[src/rtl/adder_pkg.sv]
`default_nettype none
// ============================================================================
// Module   : adder_pkg (package)
// Purpose  : Shared types and constants for the registered ripple adder.
//            DEFAULT_WIDTH - default operand width of registered_adder_ovf
//            nibble_t      - 4-bit operand/sum type
//            adder_result_t- packed {sum, carry} pair for a 4-bit add
// Revision : 1.0 - initial release
// ============================================================================
package adder_pkg;

  localparam int DEFAULT_WIDTH = 4;

  typedef logic [3:0] nibble_t;

  typedef struct packed {
    nibble_t sum;
    logic    carry;
  } adder_result_t;

endpackage : adder_pkg
`default_nettype wire

[src/rtl/full_adder.sv]
`default_nettype none
// ============================================================================
// Module   : full_adder
// Purpose  : One-bit full adder cell used to build the ripple-carry chain.
// Ports    : a, b   - input bits
//            cin    - carry in
//            s      - sum bit
//            cout   - carry out
// Revision : 1.0 - initial release
// ============================================================================
module full_adder (
  input  logic a,
  input  logic b,
  input  logic cin,
  output logic s,
  output logic cout
);

  assign s    = a ^ b ^ cin;
  assign cout = (a & b) | (cin & (a ^ b));

endmodule : full_adder
`default_nettype wire

[src/rtl/registered_adder_ovf.sv]
`default_nettype none
// ============================================================================
// Module   : registered_adder_ovf
// Purpose  : Unsigned ripple-carry adder with registered sum, carry-out
//            overflow flag, output-valid strobe and sticky overflow flag.
//            Latency is one clock from valid_i to valid_o.
// Ports    : clk_i             - rising-edge clock
//            rst_i             - synchronous active-high reset
//            valid_i           - capture a_i/b_i on this edge
//            a_i, b_i          - unsigned operands, WIDTH bits
//            sum_o             - registered sum (mod 2^WIDTH, or saturated)
//            overflow_o        - registered carry-out of the captured sum
//            valid_o           - sum_o/overflow_o updated on the last edge
//            overflow_sticky_o - set by any captured overflow, cleared by reset
// Config   : ADDER_SATURATE_EN - when defined, an overflowing capture stores
//                                all ones in sum_o instead of the wrapped sum
// Revision : 1.0 - initial release
// ============================================================================
module registered_adder_ovf
  import adder_pkg::*;
#(
  parameter int WIDTH = DEFAULT_WIDTH
) (
  input  logic             clk_i,
  input  logic             rst_i,
  input  logic             valid_i,
  input  logic [WIDTH-1:0] a_i,
  input  logic [WIDTH-1:0] b_i,
  output logic [WIDTH-1:0] sum_o,
  output logic             overflow_o,
  output logic             valid_o,
  output logic             overflow_sticky_o
);

  // Ripple chain: carry[0] is the fixed carry-in, carry[WIDTH] the carry-out.
  logic [WIDTH:0]   w_carry;
  logic [WIDTH-1:0] w_sum;

  assign w_carry[0] = 1'b0;

  for (genvar i = 0; i < WIDTH; i++) begin : g_bit
    full_adder u_fa (
      .a    (a_i[i]),
      .b    (b_i[i]),
      .cin  (w_carry[i]),
      .s    (w_sum[i]),
      .cout (w_carry[i+1])
    );
  end

  logic             w_overflow;
  logic [WIDTH-1:0] w_sum_sel;

  assign w_overflow = w_carry[WIDTH];

`ifdef ADDER_SATURATE_EN
  assign w_sum_sel = w_overflow ? {WIDTH{1'b1}} : w_sum;
`else
  assign w_sum_sel = w_sum;
`endif

  logic [WIDTH-1:0] sum_q, sum_d;
  logic             overflow_q, overflow_d;
  logic             valid_q, valid_d;
  logic             sticky_q, sticky_d;

  // Operands are only looked at when valid_i is high, so unknown operands
  // on idle cycles cannot reach any register.
  always_comb begin
    sum_d      = sum_q;
    overflow_d = overflow_q;
    valid_d    = valid_i;
    sticky_d   = sticky_q;
    if (valid_i) begin
      sum_d      = w_sum_sel;
      overflow_d = w_overflow;
      sticky_d   = sticky_q | w_overflow;
    end
  end

  always_ff @(posedge clk_i) begin
    if (rst_i) begin
      sum_q      <= '0;
      overflow_q <= 1'b0;
      valid_q    <= 1'b0;
      sticky_q   <= 1'b0;
    end else begin
      sum_q      <= sum_d;
      overflow_q <= overflow_d;
      valid_q    <= valid_d;
      sticky_q   <= sticky_d;
    end
  end

  assign sum_o             = sum_q;
  assign overflow_o        = overflow_q;
  assign valid_o           = valid_q;
  assign overflow_sticky_o = sticky_q;

endmodule : registered_adder_ovf
`default_nettype wire

[config.mk]
export PLATFORM = sky130hd
export DESIGN_NAME = registered_adder_ovf
export DESIGN_NICKNAME = d
export VERILOG_FILES = /design/src/rtl/adder_pkg.sv /design/src/rtl/full_adder.sv /design/src/rtl/registered_adder_ovf.sv
export SDC_FILE = /design/constraint.sdc
export NUM_CORES = 1
export LEC_CHECK = 0
export CORE_AREA = 2 2 39 41
export CTS_CLUSTER_SIZE = 28
export DETAILED_ROUTE_END_ITERATION = 6
export DIE_AREA = 0 0 41 43
export PLACE_DENSITY_LB_ADDON = 0.12
export SETUP_SLACK_MARGIN = 0.1
export SLEW_MARGIN = 0
export SYNTH_ARGS = -nofsm -noshare
export SYNTH_HDL_FRONTEND = slang
export SYNTH_SLANG_ARGS = --single-unit
[constraint.sdc]
create_clock -name clk_i -period 2.21 [get_ports clk_i]
set_input_delay 0.3315 -clock clk_i [delete_from_list [all_inputs] [get_ports clk_i]]
set_output_delay 0.3315 -clock clk_i [all_outputs]
set_load 0.05 [all_outputs]
## After elaboration in Yosys (flattened, before gate mapping)

Index checks and enable logic that the tools add are counted.

| storage, ports and cells | value |
|---|---|
| bits in registers | 7 |
| input bits | 11 |
| output and inout port bits | 7 |
| logic and storage cells | 22 |

| cells by class | value |
|---|---|
| bitwise gates (word level) | 18 |

Operators by type and width:

| cell | number |
|---|---|
| 1-bit bitwise AND | 7 |
| 1-bit XOR | 7 |
| 1-bit bitwise OR | 4 |

## Longest topological paths before layout

| depth | value |
|---|---|
| depth in word-level cells | 8 |
| depth in mapped cells | 9 |
| mapped depth without buffers | 9 |

## Cells and area by module

Synthesis repeated with hierarchy kept, for this count alone.

| unflattened totals | value |
|---|---|
| cell total of the unflattened synthesis | 26 |
| area total of the unflattened synthesis | 319.1 um^2 |

By module, submodules not included:

| module | times used | cells each | area each (um^2) | sequential area each (um^2) |
|---|---|---|---|---|
| registered_adder_ovf | 1 | 22 | 239.0 | 140.1 |
| full_adder | 4 | 1 | 20.0 | 0.0 |

## Worst setup path before layout

No wires, ideal clock.

| path | value |
|---|---|
| path type | input to register |
| from | in a_i[0] |
| to | reg sum_q[3], in the netlist sum_o[3] |
| setup time | 0.079 ns |
| arrival | 1.765 ns |
| data required time | 2.131 ns |
| slack | 0.366 ns |
| cell stages on the path | 8 |
| buffers on the path | 0 |
| path through | ha_1 > inv_1 > fa_1 > inv_1 > fa_1 > inv_1 > fa_1 > a211oi_2 |

| between the ends | value |
|---|---|
| longest elaborated chain between the ends | 6 |

RTL lines:

| item | RTL line | RTL |
|---|---|---|
| start: declaration | registered_adder_ovf.sv:27 | `input logic [WIDTH-1:0] a_i,` |
| 1-bit bitwise AND (2 in series) | full_adder.sv:20 | `assign cout = (a & b) \| (cin & (a ^ b));` |
| 1-bit bitwise OR | full_adder.sv:20 |  |
| 1-bit bitwise AND | full_adder.sv:20 |  |
| 1-bit bitwise OR | full_adder.sv:20 |  |
| 1-bit XOR | full_adder.sv:19 | `assign s = a ^ b ^ cin;` |
| end signal: assignment | registered_adder_ovf.sv:88 | `sum_q <= sum_d;` |
| end: declaration | registered_adder_ovf.sv:62 | `logic [WIDTH-1:0] sum_q, sum_d;` |

No other way between the ends.
A chain may end at the register's enable or synchronous reset.

## Final worst setup path

| path | value |
|---|---|
| from | in a_i[1] |
| to | reg sum_q[3], in the netlist sum_o[3] |

| between the ends | value |
|---|---|
| longest elaborated chain between the ends | 6 |
| elaborated cells between the ends (all ways) | 7 |
| those cells by class | bitwise: 7 |

RTL lines:

| item | RTL line |
|---|---|
| 1-bit XOR | full_adder.sv:20 |
| 1-bit bitwise AND | full_adder.sv:20 |
| 1-bit bitwise OR (*) | full_adder.sv:20 |
| 1-bit bitwise AND (*) | full_adder.sv:20 |
| 1-bit bitwise OR (*) | full_adder.sv:20 |
| 1-bit XOR (*) | full_adder.sv:19 |

Mark *: on every way between the ends. The rest lies on a longest branch, timed or not.

==> results.cfg <==
[status]
outcome = complete, no violations

[cells_and_area]
nets = 69
area_growth_pct = 63.76
antenna_cells = 0
instances_no_fill = 69
drive_gt1_share_pct = 32.08
final_core_util_pct = 42.50

[floorplan]
dieArea_um2 = 1763
die_h_um = 43
core_um2 = 1384
die_width_um = 41
row_count = 14
ios = 18
start_util_pct = 25.95

[detailed_routing]
vias = 270
vias_per_cell = 3.913
drc = 0
drt_iter0_drc = 1
wl_um = 695
dr.pass1.iters = 2
avgRoutedWirePerCell_um = 10.07
drtAntennaViolNets = 0

[synthesis]
synth_top_area_share_pct = 39.02
syn_area_um2 = 359.1
synthCells = 33
synth-edff-count = 0
yosysMostFrequentCell = inv_1
synthTopCellsByArea = dfxtp_1 39%, fa_1 17%, inv_1 8.4%, a211oi_2 7.0%, mux2i_1 5.6%
ys_ff_latch = 7
yosysWarnings = 0
synthesis.nets = 48
synth.distinct_cells = 14
synth_commonest_cells = 8 x inv_1, 7 x dfxtp_1, 3 x fa_1, 3 x nor2_1
synthFlopType = dfxtp_1
yosys.area.top_type = dfxtp_1
synthArstFlopShare_pct = 0
ys_seq_area_share_pct = 39.02
synth_area_per_cell_um2 = 10.88

[clock_network]
root_buffer = clkbuf_4
h-tree-depth = 1
ctsHoldBuffers = 0
clock_latency_ps = 250
clock_path_buffers = 2
clkTransAtPathRegs_ps = 50
post-cts-setup-buffers = 0
cts_tree = done
cts_made_buffers = 3
cts_sinks = 7

[place]
dp.cells = 65
preCtsSetupSlack_ps = -192.5
gp_congestion = 0.5600
io_buffers = 17
dp_hpwl_um = 569.8

[sta]
setup_slack_ps = 187.9
max-slew-margin-rel_pct = 66.60
fmax_mhz = 494.5
skew_ps = 0
period_needed_ps = 2022
rsz0062_at_grt = no
worstMarginPinSlew_ps = 499.4
whs_ps = 456.3
finalSetupViolations = 0
min_period_over_period_pct = 91.50
finalHoldViolCount = 0
maxSlewViolCount = 0

[worst_setup_path]
cp.required_ps = 2370
path_max_fanout = 1
worstSetupStartpointType = input pin
crit_type = input pin to flop
critical_path_arrival_ps = 2190
end_kind = flop

[global_routing]
overflow = 0
grt_pass1_wl_um = 952
grt_use_total_pct = 8.704
antenna_found_initial = 0
grt_pass1_vias = 251
grt_max_degree = 10

[power]
powerDensity_nw_per_um2 = 638.4
p_total_uw = 375.4
ir_drop_mv = 0.2867
power.leakage_uw = 0.0002594

[hold_path]
hp-class = flop to flop

[job]
drv_cap = 0
==> repair_timing <==
item                                    CTS  global route
gates cloned                              0             0
pin swaps                                 2             6
resized for setup                         2             9
endpoints found under the setup margin    3             3
==> layout by cell type, fill, tap and decap left out <==
cell type / netlist / routed
nand2b_4: 1 / 2
nor2_1: 3 / 3
a21oi_2: 1 / 2
nor2_2: 1 / 1
ha_2: 0 / 1
clkbuf_1: 0 / 1
clkbuf_4: 0 / 3
dfxtp_1: 7 / 7
inv_1: 8 / 5
nor2b_1: 1 / 1
fa_2: 0 / 3
inv_2: 0 / 3
mux2i_1: 2 / 2
clkdlybuf4s50_1: 0 / 15
a211oi_2: 2 / 2
dlymetal6s2s_1: 0 / 2
==> stage by stage <==
stage / area (um2) / setup TNS (ps)
final: 588.1 / 0
after CTS: 573.1 / 0
after floorplan: 359.1 / 0
after detailed placement: 538.0 / -539.6
after global routing: 588.1 / 0
after global placement: 538.0 / -421.0
==> per-layer routing <==
| metal | up-vias | wire, um | GRT usage, % |
|---|---|---|---|
| li1 | 139 | - | - |
| met1 | 121 | 277 | 8.251 |
| met2 | 10 | 367 | 13.44 |
| met3 | 0 | 50 | 3.141 |
| met4 | 0 | 0 | 8.000 |
| met5 | - | 0 | 0 |
==> state kept, by name, summed over array words and instances (netlist names) <==
register and cells:
overflow_o 1, sum_o 4, valid_o 1, overflow_sticky_o 1
==> final timing paths <==
| kind | start | slack (ps) | depth (start not counted) | to |
|---|---|---|---|---|
| max | a_i[1] | 190 | 8 | sum_o[3] |
| min | overflow_sticky_o | 460 | 2 | overflow_sticky_o |
| min reg2reg | overflow_sticky_o | 460 | 2 | overflow_sticky_o |
| max reg2reg | sum_o[1] | 1570 | 2 | sum_o[1] |
==> critical path: stages <==
cell	delay, ps
clkdlybuf4s50_1	450
inv_1	60
fa_2	390
inv_2	70
fa_2	190
inv_2	40
fa_2	440
a211oi_2	220
==> power by group <==
group	switching [uW]	total (uW)	internal (uW)	leakage (uW)
clock	44.4	113	68.7	0.0000150
combinational	66.7	120	53.0	0.000186
sequential	5.61	143	137	0.0000580
total	117	375	259	0.000259
==> layout make-up <==
class / count / area (um2)
clock buffer: 4 / 26.28
fill: 135 / 795.8
inverter: 8 / 30.03
multi-input combinational: 17 / 196.4
sequential: 7 / 140.1
tap: 16 / 20.02
timing repair buffer: 17 / 175.2
==> logic make-up after synthesis <==
logic type	Yosys count	share of synthesized area, %
flops	7	39.02
fa+ha+maj	4	20.21
buf+inv	9	11.50
mux	2	5.575
compound gates	4	10.80
simple gates	7	12.89
Power figures use the tool's default switching activity.
